### src/rtl/safe_lock_pkg.sv
// Shared constants and types for the safe's stored-code interface.
// Both the programmer (write side) and the comparator (read side) import this.
package safe_lock_pkg;

  localparam int NUM_DIGITS = 4;
  localparam int DIGIT_W    = 4;
  localparam int CODE_W     = NUM_DIGITS * DIGIT_W;

  // Nibble i of the mask names the logical digit stored at nibble i.
  localparam logic [CODE_W-1:0] STORED_MASK  = 16'h2130;
  localparam logic [CODE_W-1:0] DEFAULT_CODE = 16'h0790;

  localparam logic [1:0] ERR_MISMATCH  = 2'd0;
  localparam logic [1:0] ERR_BAD_DIGIT = 2'd1;
  localparam logic [1:0] ERR_TIMEOUT   = 2'd2;
  localparam logic [1:0] ERR_CANCEL    = 2'd3;

  typedef enum logic [1:0] {
    IDLE   = 2'd0,
    ENTER1 = 2'd1,
    ENTER2 = 2'd2,
    COMMIT = 2'd3
  } state_e;

endpackage

### src/rtl/code_scrambler.sv
// Combinational nibble permutation: out nibble i = logical digit MASK[nibble i].
// Mask selectors that name a non-existent digit yield zero.
module code_scrambler
  import safe_lock_pkg::*;
#(
  parameter logic [CODE_W-1:0] MASK = STORED_MASK
) (
  input  logic [CODE_W-1:0] code,
  output logic [CODE_W-1:0] scrambled
);

  for (genvar i = 0; i < NUM_DIGITS; i++) begin : g_dig
    localparam int SEL = int'(MASK[i*DIGIT_W +: DIGIT_W]);
    if (SEL < NUM_DIGITS) begin : g_map
      assign scrambled[i*DIGIT_W +: DIGIT_W] = code[SEL*DIGIT_W +: DIGIT_W];
    end else begin : g_zero
      assign scrambled[i*DIGIT_W +: DIGIT_W] = '0;
    end
  end

endmodule

### src/rtl/code_programmer.sv
// Write side of the stored passcode: double-entry capture, match check,
// scramble and commit, with cancel / bad-digit / idle-timeout aborts.
module code_programmer
  import safe_lock_pkg::*;
#(
  parameter int TIMEOUT_CYCLES = 1000
) (
  input  logic               clk,
  input  logic               rst,
  input  logic               unlocked,
  input  logic               prog_req,
  input  logic               digit_valid,
  input  logic [DIGIT_W-1:0] digit,
  input  logic               cancel,
  output logic [CODE_W-1:0]  stored_code,
  output logic               busy,
  output logic               prog_done,
  output logic               prog_error,
  output logic [1:0]         err_code
);

  localparam int TW = (TIMEOUT_CYCLES > 1) ? $clog2(TIMEOUT_CYCLES) : 1;
  localparam int DW = $clog2(NUM_DIGITS + 1);
  localparam logic [TW-1:0] T_LAST = TW'(TIMEOUT_CYCLES - 1);
  localparam logic [DW-1:0] D_LAST = DW'(NUM_DIGITS - 1);

  state_e            state, state_n;
  logic [CODE_W-1:0] entry1, entry1_n, entry2, entry2_n;
  logic [DW-1:0]     dcnt, dcnt_n;
  logic [TW-1:0]     tcnt, tcnt_n;
  logic [CODE_W-1:0] code_n, scr;
  logic              busy_n, done_n, error_n;
  logic [1:0]        err_n;

  logic              bad, accept, tmo, last, abort;
  logic [1:0]        abort_code;

  code_scrambler #(.MASK(STORED_MASK)) u_scr (
    .code      (entry1),
    .scrambled (scr)
  );

  always_ff @(posedge clk or posedge rst) begin
    if (rst) begin
      state       <= IDLE;
      entry1      <= '0;
      entry2      <= '0;
      dcnt        <= '0;
      tcnt        <= '0;
      stored_code <= DEFAULT_CODE;
      busy        <= 1'b0;
      prog_done   <= 1'b0;
      prog_error  <= 1'b0;
      err_code    <= ERR_MISMATCH;
    end else begin
      state       <= state_n;
      entry1      <= entry1_n;
      entry2      <= entry2_n;
      dcnt        <= dcnt_n;
      tcnt        <= tcnt_n;
      stored_code <= code_n;
      busy        <= busy_n;
      prog_done   <= done_n;
      prog_error  <= error_n;
      err_code    <= err_n;
    end
  end

  always_comb begin
    state_n    = state;
    entry1_n   = entry1;
    entry2_n   = entry2;
    dcnt_n     = dcnt;
    tcnt_n     = tcnt;
    code_n     = stored_code;
    done_n     = 1'b0;
    error_n    = 1'b0;
    err_n      = err_code;
    abort      = 1'b0;
    abort_code = ERR_MISMATCH;

    bad    = digit_valid && (digit > 4'd9);
    accept = digit_valid && !bad;
    tmo    = (tcnt == T_LAST);
    last   = (dcnt == D_LAST);

    case (state)
      IDLE: begin
        if (prog_req && unlocked) begin
          state_n = ENTER1;
          tcnt_n  = '0;
          dcnt_n  = '0;
        end
      end
      ENTER1, ENTER2: begin
        // Priority: cancel/lock > bad digit > accepted digit > timeout.
        if (cancel || !unlocked) begin
          abort      = 1'b1;
          abort_code = ERR_CANCEL;
        end else if (bad) begin
          abort      = 1'b1;
          abort_code = ERR_BAD_DIGIT;
        end else if (accept) begin
          if (state == ENTER1) entry1_n = {entry1[CODE_W-DIGIT_W-1:0], digit};
          else                 entry2_n = {entry2[CODE_W-DIGIT_W-1:0], digit};
          tcnt_n = '0;
          if (last) begin
            dcnt_n  = '0;
            state_n = (state == ENTER1) ? ENTER2 : COMMIT;
          end else begin
            dcnt_n = dcnt + 1'b1;
          end
        end else if (tmo) begin
          abort      = 1'b1;
          abort_code = ERR_TIMEOUT;
        end else begin
          tcnt_n = tcnt + 1'b1;
        end
      end
      COMMIT: begin
        if (entry1 == entry2) begin
          code_n = scr;
          done_n = 1'b1;
        end else begin
          error_n = 1'b1;
          err_n   = ERR_MISMATCH;
        end
        state_n  = IDLE;
        entry1_n = '0;
        entry2_n = '0;
        dcnt_n   = '0;
        tcnt_n   = '0;
      end
      default: state_n = IDLE;
    endcase

    if (abort) begin
      state_n  = IDLE;
      error_n  = 1'b1;
      err_n    = abort_code;
      entry1_n = '0;
      entry2_n = '0;
      dcnt_n   = '0;
      tcnt_n   = '0;
    end

    busy_n = (state_n != IDLE);
  end

endmodule

### config.mk
export PLATFORM = sky130hd
export DESIGN_NAME = code_programmer
export DESIGN_NICKNAME = d
export VERILOG_FILES = /design/src/rtl/safe_lock_pkg.sv /design/src/rtl/code_scrambler.sv /design/src/rtl/code_programmer.sv
export SDC_FILE = /design/constraint.sdc
export NUM_CORES = 1
export LEC_CHECK = 0
export CAP_MARGIN = 20
export CORE_UTILIZATION = 55
export DETAILED_ROUTE_END_ITERATION = 16
export PLACE_DENSITY = 0.86
export SYNTH_ARGS = -nofsm -noshare
export SYNTH_HDL_FRONTEND = slang
export SYNTH_SLANG_ARGS = --single-unit
### constraint.sdc
create_clock -name clk -period 2.5 [get_ports clk]
set_clock_uncertainty 0.1 [all_clocks]
set_input_delay 0.5 -clock clk [delete_from_list [all_inputs] [get_ports clk]]
set_output_delay 0.5 -clock clk [all_outputs]
set_load 0.005 [all_outputs]
After elaboration in Yosys (flattened, before gate mapping) --
Cells that the tools add are included.
Storage, ports and cells: bits in registers 68, output and inout port bits 21, logic and storage cells 96
Cells by class: add/subtract/negate cells 2, order comparisons 1, equality and inequality tests 14, mux-type cells 52, reduce and logical (&&, ||, !) cells 17
Operators by type and width (count):
- $mux 16 | 10
- $pmux 16 s2 | 2
- $mux 10 | 6
- $pmux 10 s3 | 1
- $mux 2 | 14
- $mux 3 | 6
- $ne 3x3->1 const B | 6
- $eq 16x16->1 | 1
- $mux 1 | 11
- $add 10x1->10 const B | 1
- $eq 10x10->1 const B | 1
- $reduce_and 5->1 | 2
- $pmux 3 s3 | 1
- $reduce_and 4->1 | 2
- $pmux 2 s3 | 1
- $eq 2x2->1 const B | 2
- $gt 4x4->1 const B | 1
- $ne 4x4->1 const B | 1
- $reduce_and 2->1 | 2
- $reduce_bool 2->1 | 2
- $add 3x1->3 const B | 1
- $eq 3x2->1 const B | 1
- $logic_and 1x1->1 | 3
- $reduce_bool 3->1 | 1
- other kinds (6) | 7

Longest topological paths before layout --
depth in word-level cells 10, mapped depth 9, mapped depth without buffers 7

Cells and area by module --
Synthesis repeated with hierarchy kept, for this count alone.
Second synthesis, totals: cell total of the unflattened synthesis 270, area, all modules 3314.4 um^2
Modules (own cells, without submodules):
- code_programmer | instances 1, cells each 254, area each 3194.3 um^2, seq. area each 1707.9 um^2
- code_scrambler | instances 1, cells each 16, area each 120.1 um^2, seq. area each 0.0 um^2

Least setup slack after synthesis --
No wires, ideal clock.
path kind register to register, start point register state[0], end point register entry1[15], library setup time 65 ps, arrival time 1959 ps, data required time 2335 ps, setup slack 376 ps, cell stages (with the launch flop) 10, buffers on the path 3, period minus slack after synthesis 2124 ps, cells stage by stage dfrtp_1 -> inv_1 -> ha_1 -> buf_2 -> nand2_2 -> or3_1 -> buf_6 -> o22ai_4 -> buf_6 -> a22o_1
On the way: longest elaborated chain between the ends 5, elaborated cells between the ends (all ways) 13, classes of those cells eq/ne (7); mux (3); reduce/logical (3)
RTL lines:
- start, declared | RTL line code_programmer.sv:27 | state_e state, state_n;
- start signal, assigned | RTL line code_programmer.sv:56 | state <= state_n;
- $eq 2x1->1 or $eq 2x2->1 (tied branches) | RTL line code_programmer.sv:87, code_programmer.sv:104
- $reduce_or 2->1 | RTL line code_programmer.sv:87 | case (state)
- $mux 1 | RTL line code_programmer.sv:87
- $ne 3x3->1 (no source line) or $reduce_bool 3->1 (tied branches)
- $reduce_and 5->1 (no source line)
- end signal, assigned | RTL line code_programmer.sv:57 | entry1 <= entry1_n;
- end, declared | RTL line code_programmer.sv:28 | logic [CODE_W-1:0] entry1, entry1_n, entry2, entry2_n;
Parallel ways exist; a longest one is shown, timed or not. A chain may end at the register's enable or synchronous reset.

Worst setup path after layout --
start point register state[1], end point register entry1[2]
The elaborated chain is that of the path after synthesis.

==> impl_metrics.tcl <==
set metrics [dict create \
    wl_mm 6.24 \
    antenna_found_initial 0 \
    syn-num-nets 273 \
    syn-cell-area_um2 3190 \
    post_cts_buffers 0 \
    row_count 27 \
    yosys_warnings 0 \
    cp_data_arrival_time_ps 2550 \
    cts_max_level 3 \
    cp_data_required_time_ps 2680 \
    post-route-min-period_ps 2370 \
    avgSynthCellArea_um2 12.4 \
    insertion_delay_ps 340 \
    ys.flop_type "dfrtp_1" \
    seq_area_frac_synth_pct 53.5 \
    placed_cells 369 \
    port_buffers 30 \
    setup_ws_ps 130 \
    setup_violations 0 \
    grt_pass1_wl_mm 10.8 \
    grt_pass1_vias 2286 \
    antenna_cells 0 \
    root_buffer "clkbuf_8" \
    wl_met3_um 251 \
    cp-start-kind "flop" \
    outcome "finished, final reports clean" \
    setup_tns_ps 0 \
    clk_pin_slew_worst_paths_ps 70 \
    place_hpwl_mm 4.47 \
    peakVddDrop_mv 0.432 \
    ios 31 \
    drt-met1-wl_mm 2.71 \
    path_class "reg -> reg" \
    cp_max_fo 16 \
    powerDensity_nw_per_um2 691 \
    wl_per_cell_um 16.2 \
    period_share_pct 94.8 \
    p_leak_uw 0.00180 \
    rsz0062_at_grt "false" \
    core_um2 5540 \
    grt_max_degree 26 \
    power_uw 2690 \
    grt_use_total_pct 23.2 \
    final_nets 324 \
    vias 2244 \
    wl_met2_mm 3.15 \
    ys_async_sr_fraction_pct 100 \
    ctsLongestPathBuffers 2 \
    die_w_um 78.2 \
    drtAntennaViolNets 0 \
    maxCapViolCount 0 \
    drive_gt1_share_pct 19.5 \
    syn_inst 257 \
    top_layer "met4" \
    hold_buffers 0 \
    dp_worst_setup_slack_ps 27.2 \
    start_util_pct 57.6 \
    drtIter0Drc 204 \
    drc_errors 0 \
    final_cells 385 \
    fmax_mhz 422 \
    first_pass_iters 4 \
    fin_area_um2 3890 \
    placed_cell_area_um2 3690 \
    die_area_um2 6110 \
    overflow 0 \
    synth_edf_count 0 \
    maxSlewViolCount 0 \
    dieHeight_um 78.2 \
    cts_sinks 68 \
    numCtsBuffers 9 \
    hold_path_class "reg -> reg" \
    cts_tree "built" \
    vias_per_cell 5.83 \
    worst_slew_pin_slew_ps 540 \
    ys_types 52 \
    timing.slew.headroom_pct 63.7 \
    gp_congestion 0.865 \
    ys_seq_elements 68 \
    cp-end-kind "flop" \
    hold_viol 0 \
    area_growth_pct 21.9 \
]
critical path, stage by stage (launching register included):
cell     delay, ps
dfrtp_1        380
inv_1          100
ha_1           560
nand2_2        160
or3_1          500
o22ai_4        190
buf_12         160
a22o_1         140
state kept, by name, indices dropped and copies added (netlist names):
signal,cells
prog_error,1
tcnt,10
dcnt,3
entry2,16
entry1,16
err_code,2
busy,1
stored_code,16
prog_done,1
state,2
Yosys cell counts, types with 2 or more instances:
library cell / n / area [um2]
ha_1: 6 / 75.1
nand4_1: 5 / 31.3
nor4_2: 3 / 37.5
buf_6: 4 / 45.0
dfstp_2: 5 / 131
o31ai_1: 2 / 15.0
nand3_1: 8 / 40.0
nand2_1: 13 / 48.8
a32o_1: 3 / 30.0
o22ai_4: 2 / 40.0
dfrtp_1: 63 / 1580
nand2b_1: 3 / 18.8
or3_1: 2 / 12.5
xor2_1: 4 / 35.0
xnor2_1: 17 / 149
buf_2: 2 / 10.0
mux2_1: 8 / 90.1
mux2_4: 9 / 135
inv_1: 8 / 30.0
nand2_2: 2 / 12.5
o21ai_0: 10 / 50.1
nor3_1: 5 / 25.0
nor2_1: 12 / 45.0
a22o_1: 30 / 263
clkbuf_1: 2 / 7.51
and3_1: 3 / 18.8
logic make-up after synthesis:
logic type,after synthesis,share of synthesized area (%)
AOI/OAI and AO/OA,60,15.6
DFF,68,53.5
muxes,17,7.06
buffers and inverters,16,2.90
adders and majority gates,6,2.35
xor gates and xnor gates,21,5.76
and+or+nand+nor,69,12.9
power by group:
| part | switching, uW | internal, uW | total (uW) | leakage (uW) |
|---|---|---|---|---|
| Combinational | 320 | 277 | 596 | 0.000780 |
| Clock | 430 | 461 | 891 | 0.0000927 |
| Sequential | 43.0 | 1160 | 1200 | 0.000923 |
cell usage in the layout (no fill, tap or decap), types with 2 or more instances in the layout:
cell | synthesis | layout
a22o_1 | 30 | 30
a32o_1 | 3 | 3
and3_1 | 3 | 3
buf_12 | 0 | 3
buf_4 | 0 | 15
clkbuf_8 | 0 | 9
clkdlybuf4s50_1 | 0 | 30
clkinv_2 | 0 | 2
clkinvlp_4 | 0 | 2
dfrtp_1 | 63 | 63
dfstp_2 | 5 | 5
ha_1 | 6 | 6
inv_1 | 8 | 7
mux2_1 | 8 | 8
mux2_4 | 9 | 9
nand2_1 | 13 | 13
nand2_2 | 2 | 2
nand2b_1 | 3 | 3
nand3_1 | 8 | 8
nand4_1 | 5 | 5
nor2_1 | 12 | 12
nor3_1 | 5 | 5
nor4_2 | 3 | 3
o21ai_0 | 10 | 10
o22ai_4 | 2 | 2
o31ai_1 | 2 | 2
or3_1 | 2 | 2
xnor2_1 | 17 | 17
xor2_1 | 4 | 4
area by class of cell:
type / count / area [um2]
Clock buffer: 10 / 128
Clock inverter: 6 / 63.8
Fill cell: 410 / 1650
Inverter: 8 / 30.0
Multi-Input combinational cell: 173 / 1400
Sequential cell: 68 / 1710
Tap cell: 72 / 90.1
Timing Repair Buffer: 48 / 473
layer usage:
metal / track usage, % / up-vias
met5: 0 / -
met4: 10.9 / 0
met3: 3.95 / 14
met2: 39.8 / 59
met1: 28.6 / 1109
li1: - / 1062
worst paths after layout:
path / startpoint / to / slack (ps) / depth (start not counted)
max reg2reg: state[1] / entry1[2] / 130 / 7
min reg2reg: dcnt[2] / dcnt[2] / 380 / 1
min: dcnt[2] / dcnt[2] / 380 / 1
max in group asynchronous: rst / tcnt[3] / 1280 / 3
min in group asynchronous: rst / entry1[6] / 420 / 2
max: state[1] / entry1[2] / 130 / 7
stage by stage:
stage                     util, %  hold WS [ps]
after floorplan                 -           349
after global placement       66.6           369
after detailed placement     66.6           367
after CTS                    70.1           383
after global routing         70.2           405
final                        70.2           380
repair_timing:
item / 4_1_cts / 5_1_grt
setup endpoints to repair: 0 / 1
gates resized for setup: 0 / 1
endpoints found under the hold margin: 0 / 0
Power figures use the tool's default switching activity.
